===== src/rtl/instr_cache_pkg.sv =====
// Shared types and helpers for the direct-mapped instruction cache.
package instr_cache_pkg;

  typedef enum logic {
    StIdle = 1'b0,
    StFill = 1'b1
  } icache_state_e;

  // Tag width left after removing the byte, offset and index bits from a 32-bit address.
  function automatic int unsigned icache_tag_w(int unsigned num_lines, int unsigned words_per_line);
    return 32 - $clog2(num_lines) - $clog2(words_per_line) - 2;
  endfunction

endpackage


===== src/rtl/instr_cache_array.sv =====
// Valid/tag/data storage: asynchronous read, synchronous writes, valid bits cleared on reset.
module instr_cache_array #(
  parameter int unsigned NumLines     = 16,
  parameter int unsigned WordsPerLine = 4,
  parameter int unsigned TagW         = 24
) (
  input  logic                            clk_i,
  input  logic                            rst_i,
  input  logic [$clog2(NumLines)-1:0]     rd_index_i,
  input  logic [$clog2(WordsPerLine)-1:0] rd_offset_i,
  output logic                            rd_valid_o,
  output logic [TagW-1:0]                 rd_tag_o,
  output logic [31:0]                     rd_data_o,
  input  logic                            inv_en_i,
  input  logic [$clog2(NumLines)-1:0]     inv_index_i,
  input  logic                            wr_en_i,
  input  logic [$clog2(NumLines)-1:0]     wr_index_i,
  input  logic [$clog2(WordsPerLine)-1:0] wr_offset_i,
  input  logic [31:0]                     wr_data_i,
  input  logic                            tag_wr_en_i,
  input  logic [TagW-1:0]                 tag_wr_tag_i
);

  logic [NumLines-1:0] valid_q;
  logic [TagW-1:0]     tag_q  [NumLines];
  logic [31:0]         data_q [NumLines][WordsPerLine];

  always_ff @(posedge clk_i or posedge rst_i) begin
    if (rst_i) begin
      valid_q <= '0;
    end else begin
      if (inv_en_i) valid_q[inv_index_i] <= 1'b0;
      if (tag_wr_en_i) valid_q[wr_index_i] <= 1'b1;
    end
  end

  always_ff @(posedge clk_i) begin
    if (tag_wr_en_i) tag_q[wr_index_i] <= tag_wr_tag_i;
    if (wr_en_i) data_q[wr_index_i][wr_offset_i] <= wr_data_i;
  end

  assign rd_valid_o = valid_q[rd_index_i];
  assign rd_tag_o   = tag_q[rd_index_i];
  assign rd_data_o  = data_q[rd_index_i][rd_offset_i];

endmodule


===== src/rtl/instr_cache.sv =====
// Direct-mapped read-only instruction cache with line fill over a req/ready handshake.
// Define ICACHE_STATS_EN to add saturating hit_count_o/miss_count_o ports.
module instr_cache
  import instr_cache_pkg::*;
#(
  parameter int unsigned NumLines     = 16,
  parameter int unsigned WordsPerLine = 4
) (
  input  logic        clk_i,
  input  logic        rst_i,
  input  logic [31:0] pc_i,
  output logic [31:0] instr_o,
  output logic        icache_stall_o,
  output logic        mem_req_o,
  output logic [31:0] mem_addr_o,
`ifdef ICACHE_STATS_EN
  output logic [31:0] hit_count_o,
  output logic [31:0] miss_count_o,
`endif
  input  logic [31:0] mem_rdata_i,
  input  logic        mem_ready_i
);

  localparam int unsigned OB   = $clog2(WordsPerLine);
  localparam int unsigned IB   = $clog2(NumLines);
  localparam int unsigned TagW = icache_tag_w(NumLines, WordsPerLine);

  icache_state_e  state_q, state_d;
  logic [TagW-1:0] fill_tag_q, fill_tag_d;
  logic [IB-1:0]   fill_index_q, fill_index_d;
  logic [OB-1:0]   word_cnt_q, word_cnt_d;

  logic [OB-1:0]   pc_offset;
  logic [IB-1:0]   pc_index;
  logic [TagW-1:0] pc_tag;
  logic            rd_valid;
  logic [TagW-1:0] rd_tag;
  logic [31:0]     rd_data;
  logic            hit, miss, beat, last_beat;
  logic            unused_pc;

  assign pc_offset = pc_i[OB+1:2];
  assign pc_index  = pc_i[IB+OB+1:OB+2];
  assign pc_tag    = pc_i[31:IB+OB+2];
  assign unused_pc = ^pc_i[1:0];

  assign hit       = (state_q == StIdle) && rd_valid && (rd_tag == pc_tag);
  assign miss      = (state_q == StIdle) && !hit;
  assign beat      = (state_q == StFill) && mem_ready_i;
  assign last_beat = beat && (word_cnt_q == OB'(WordsPerLine - 1));

  instr_cache_array #(
    .NumLines    (NumLines),
    .WordsPerLine(WordsPerLine),
    .TagW        (TagW)
  ) u_array (
    .clk_i       (clk_i),
    .rst_i       (rst_i),
    .rd_index_i  (pc_index),
    .rd_offset_i (pc_offset),
    .rd_valid_o  (rd_valid),
    .rd_tag_o    (rd_tag),
    .rd_data_o   (rd_data),
    .inv_en_i    (miss),
    .inv_index_i (pc_index),
    .wr_en_i     (beat),
    .wr_index_i  (fill_index_q),
    .wr_offset_i (word_cnt_q),
    .wr_data_i   (mem_rdata_i),
    .tag_wr_en_i (last_beat),
    .tag_wr_tag_i(fill_tag_q)
  );

  always_ff @(posedge clk_i or posedge rst_i) begin
    if (rst_i) begin
      state_q <= StIdle;
    end else begin
      state_q <= state_d;
    end
  end

  always_comb begin
    state_d = state_q;
    unique case (state_q)
      StIdle:  if (miss) state_d = StFill;
      StFill:  if (last_beat) state_d = StIdle;
      default: state_d = StIdle;
    endcase
  end

  always_comb begin
    mem_req_o      = (state_q == StFill);
    mem_addr_o     = mem_req_o ? {fill_tag_q, fill_index_q, word_cnt_q, 2'b00} : 32'h0;
    icache_stall_o = !hit;
    instr_o        = hit ? rd_data : 32'h0;
  end

  // Miss line is latched so PC movement during the fill cannot redirect it.
  always_comb begin
    fill_tag_d   = fill_tag_q;
    fill_index_d = fill_index_q;
    word_cnt_d   = word_cnt_q;
    if (miss) begin
      fill_tag_d   = pc_tag;
      fill_index_d = pc_index;
      word_cnt_d   = '0;
    end else if (beat) begin
      word_cnt_d = word_cnt_q + 1'b1;
    end
  end

  always_ff @(posedge clk_i or posedge rst_i) begin
    if (rst_i) begin
      fill_tag_q   <= '0;
      fill_index_q <= '0;
      word_cnt_q   <= '0;
    end else begin
      fill_tag_q   <= fill_tag_d;
      fill_index_q <= fill_index_d;
      word_cnt_q   <= word_cnt_d;
    end
  end

`ifdef ICACHE_STATS_EN
  logic [31:0] hit_count_q, hit_count_d;
  logic [31:0] miss_count_q, miss_count_d;

  always_comb begin
    hit_count_d  = hit_count_q;
    miss_count_d = miss_count_q;
    if (hit && (hit_count_q != 32'hFFFF_FFFF)) hit_count_d = hit_count_q + 32'd1;
    if (miss && (miss_count_q != 32'hFFFF_FFFF)) miss_count_d = miss_count_q + 32'd1;
  end

  always_ff @(posedge clk_i or posedge rst_i) begin
    if (rst_i) begin
      hit_count_q  <= '0;
      miss_count_q <= '0;
    end else begin
      hit_count_q  <= hit_count_d;
      miss_count_q <= miss_count_d;
    end
  end

  assign hit_count_o  = hit_count_q;
  assign miss_count_o = miss_count_q;
`endif

endmodule

===== config.mk =====
export PLATFORM = sky130hd
export DESIGN_NAME = instr_cache
export DESIGN_NICKNAME = d
export VERILOG_FILES = /design/src/rtl/instr_cache_pkg.sv /design/src/rtl/instr_cache_array.sv /design/src/rtl/instr_cache.sv
export SDC_FILE = /design/constraint.sdc
export NUM_CORES = 2
export LEC_CHECK = 0
export BUFFER_PORTS_ARGS = -buffer_cell sky130_fd_sc_hd__buf_2
export CAP_MARGIN = 10
export CORE_UTILIZATION = 45
export CTS_CLUSTER_SIZE = 24
export DETAILED_ROUTE_END_ITERATION = 7
export PLACE_DENSITY_LB_ADDON = 0.12
export SLEW_MARGIN = 10
export SYNTH_ARGS = -nofsm -noshare
export SYNTH_HDL_FRONTEND = slang
export SYNTH_SLANG_ARGS = --single-unit

===== constraint.sdc =====
create_clock -name clk_i -period 5.8 [get_ports clk_i]
set_input_delay 0.29 -clock clk_i [delete_from_list [all_inputs] [get_ports clk_i]]
set_output_delay 0.29 -clock clk_i [all_outputs]
set_load 0.02 [all_outputs]

==> flow_summary_export.csv <==
group,metric,value,unit
global_route,first_global_vias,44900,
worst_setup_path,cp-start-kind,"flip-flop",
timing,layout_min_cycle_time,4900,ps
routing,vias,43000,
layout,fin_nets,4341,
timing,setup_viol,0,
floorplanning,core-area,210000,um2
routing,first_iter_violations,4119,
worst_setup_path,worst_r2r_endpoint,"fill_tag_q[13]",
worst_setup_path,slowest_stage,"a311oi_1",
timing,rsz0062_at_grt,"no",
timing,setup_tns,0,ps
routing,routedWlPerCell,32.2,um
floorplanning,die-area,214000,um2
clock_network,clk_path_buf_depth,4,
flow_run,drv_cap,0,
global_route,grtUsageTotal,22.0,%
placement,portBuffers,128,
global_route,grt_pass1_wl,336000,um
placement,place_congestion,0.805,
min_path,min_path_type,"input port to flip-flop",
global_route,grt_max_degree,121,
routing,firstDrtPassIters,7,
min_path,min_to,"u_array.data_q[0][75]",
run_status,run_status,"finished clean",
timing,worst_slew_margin_rel,21.6,%
timing,fin_hold_ws,67.4,ps
floorplanning,rows,168,
min_path,min_from,"mem_rdata_i[11]",
clock_network,htree_levels,5,
worst_setup_path,crit_type,"flip-flop to output pin",
synth,synth_area,95600,um2
worst_setup_path,crit_arrival,4610,ps
routing,finalWirelength,234000,um
global_route,antenna_found_initial,18,
worst_setup_path,r2r_cells,9,
synth,syn-mean-instance-area,24.4,um2
layout,syn2layout_area_growth,14.2,%
power,static-leakage-power,34.0,nW
routing,drc,0,
worst_setup_path,r2r-start,"u_array.tag_q[11][2]",
worst_setup_path,worstSetupEndpointType,"output pin",
worst_setup_path,cp.required,5510,ps
clock_network,postCtsResizedCells,0,
clock_network,cts-root-buf,"clkbuf_16",
timing,finalClockSkew,28.3,ps
synth,synth-edff-count,2432,
timing,fin_crit_sh,84.5,%
floorplanning,num_io_pins,133,
layout,final.fill_count,16200,
worst_setup_path,critPathMaxStageDelay,540,ps
synth,netlist_top_cells_area,"edfxtp_1, mux4_2, dfrtp_1",
routing,via_per_inst,5.91,
synth,async_reset_ff_share,1.90,%
synth,synth_ff_type,"edfxtp_1",
floorplanning,dieWidth,463,um
clock_network,cts_sinks,2479,
synth,synth_top_area_share,76.4,%
synth,ys_types,56,
placement,dp_hpwl,129000,um
timing,worst_slew_pin_slew,1170,ps
placement,pre_cts_slack,1060,ps
power,ir_drop,0.000305,V
timing,hold_viol,0,
global_route,globalRouteOverflowTotal,0,
clock_network,tritoncts,"yes",
power,p_total,41.3,mW
floorplanning,fp.dieH,463,um
timing,clock.fmax,0.204,GHz
routing,ant_nets,0,
clock_network,clk_latency,910,ps
power,cellPowerDensity,379,nW/um2
synth,ys_ff_latch,2479,
timing,worst_slack,896,ps
worst_setup_path,crit_fanout,47,
worst_setup_path,r2r_slack,1760,ps
synth,synth_seq_area_share,77.6,%
synth,synth_top_cell_by_area,"edfxtp_1",
worst_setup_path,crit_chain,"mux4_2 > mux4_2 > xnor2_1 > buf_4 > nand4_1 > a311oi_1 > nand4_1 > buf_12 > nor2b_1 > buf_2",
timing,slew_violations,0,
floorplanning,start_util,45.4,%
min_path,holdPathStages,2,
synth,synth_cells,3911,
synth,yosysWarnings,0,
clock_network,cts_made_buffers,282,
layout,drive_above_1_share,33.5,%
clock_network,clk_pin_slew_worst_paths,60,ps
## synthesized netlist by cell type (2+ instances only)
cell type / number
nor3b_1: 2
a311oi_1: 2
nor3_1: 11
a221oi_1: 4
a21oi_1: 16
nor4_2: 2
nand2b_1: 6
a22oi_1: 4
inv_1: 16
mux2i_1: 40
buf_2: 117
edfxtp_1: 2432
and2_1: 30
o311ai_0: 2
clkbuf_1: 67
o22ai_1: 16
nand4_1: 5
o31a_1: 2
or3_1: 2
mux2_4: 25
a221oi_2: 2
dfrtp_1: 47
buf_4: 8
a22o_1: 4
mux4_2: 760
nand2_1: 34
or2_2: 2
a31o_2: 2
nand3_1: 13
a31oi_1: 8
nor2_1: 94
a32oi_1: 2
a211oi_1: 2
o221ai_1: 2
buf_1: 5
mux2_2: 23
buf_6: 14
xnor2_1: 17
o21ai_0: 8
nor2b_1: 41
o32ai_1: 2
o21ai_1: 2
nor4_1: 2
ha_1: 4
## cell families (layout without fill, tap and decap cells)
logic type | Yosys count | after routing | synth area share, %
other | 1 | 12 | 0.00392
adder cells (fa/ha/maj) | 4 | 4 | 0.0524
flip-flops | 2479 | 2479 | 77.6
XOR/XNOR | 18 | 18 | 0.165
AO/OA/AOI/OAI | 88 | 88 | 0.699
buffers and inverters | 228 | 770 | 1.19
AND/OR/NAND/NOR | 245 | 245 | 1.25
multiplexers | 848 | 848 | 19.0
## report_power, final
group	switching (mW)	internal, mW
clock network	6.74	9.63
registers	0.595	20.9
logic	2.18	1.30
total	9.52	31.8
## through the flow
step	utilization, %	instance area, um2	std cells
final	51.9	109000	7269
after global placement	47.7	100000	6762
after global routing	51.8	109000	7261
after floorplan	-	95600	3912
after detailed placement	47.7	100000	6762
after CTS	51.8	109000	7257
## critical path, delay by kind of cell, from the launching register on
family,cells,cell delay [ps]
and+or+nand+nor,3,840
buffers and inverters,3,700
AOI/OAI and AO/OA,1,540
xor gates and xnor gates,1,200
DFF,1,370
muxes,2,990
## layout make-up
| class | instances | area (um2) | area share [%] |
|---|---|---|---|
| sequential | 2479 | 74200 | 68.0 |
| multi-input combinational | 1205 | 20700 | 19.0 |
| clock buffer | 371 | 7670 | 7.03 |
| tap | 2805 | 3510 | 3.22 |
| timing repair buffer | 285 | 2220 | 2.03 |
| clock inverter | 97 | 672 | 0.616 |
| inverter | 17 | 63.8 | 0.0585 |
| antenna | 10 | 25.0 | 0.0229 |
## cell usage in the layout (no fill, tap or decap), types with 6 or more instances in the layout
master         instances
edfxtp_1            2432
mux4_2               760
clkbuf_16            291
buf_2                123
buf_4                107
clkbuf_1              71
nor2_4                64
clkinv_1              52
dfrtp_1               46
nor2b_1               41
mux2i_1               40
nand2_1               34
and2_1                30
nor2_1                30
clkinv_2              29
dlygate4sd3_1         28
mux2_4                25
mux2_2                23
buf_12                23
xnor2_1               17
a21oi_1               16
o22ai_1               16
inv_1                 15
nor3_1                11
diode_2               10
nand3_1                9
bufinv_16              9
clkbuf_8               9
o21ai_0                8
a31oi_1                8
nand2b_1               6
## worst max-delay path by stage
stage | startpoint | end | slack (ps)
after floorplan | mem_req_o | u_array.data_q[11][0] | 1640
after global placement | pc_i[5] | fill_tag_q[8] | 1090
after detailed placement | pc_i[5] | fill_tag_q[5] | 1060
after CTS | u_array.tag_q[11][2] | instr_o[25] | 860
after global routing | u_array.tag_q[11][2] | instr_o[26] | 770
final | u_array.tag_q[11][2] | instr_o[26] | 900
## sequential cells by signal, indices dropped and copies added, names as in the netlist
register         count
mem_req_o            1
u_array.data_q    2048
fill_tag_q          24
word_cnt_q           2
u_array.tag_q      384
u_array.valid_q     16
fill_index_q         4
## repair_timing
item	CTS	global route
setup buffers	0	0
endpoints found under the hold margin	75	17
hold buffers	27	1
## layer usage
metal / wire length, um / up-vias / track usage (%)
li1: - / 17600 / -
met1: 102000 / 23700 / 31.5
met2: 114000 / 1216 / 35.0
met3: 12100 / 383 / 3.58
met4: 6020 / 12 / 6.32
met5: 76 / - / 0
No activity file was read; power rests on OpenSTA's default activity.
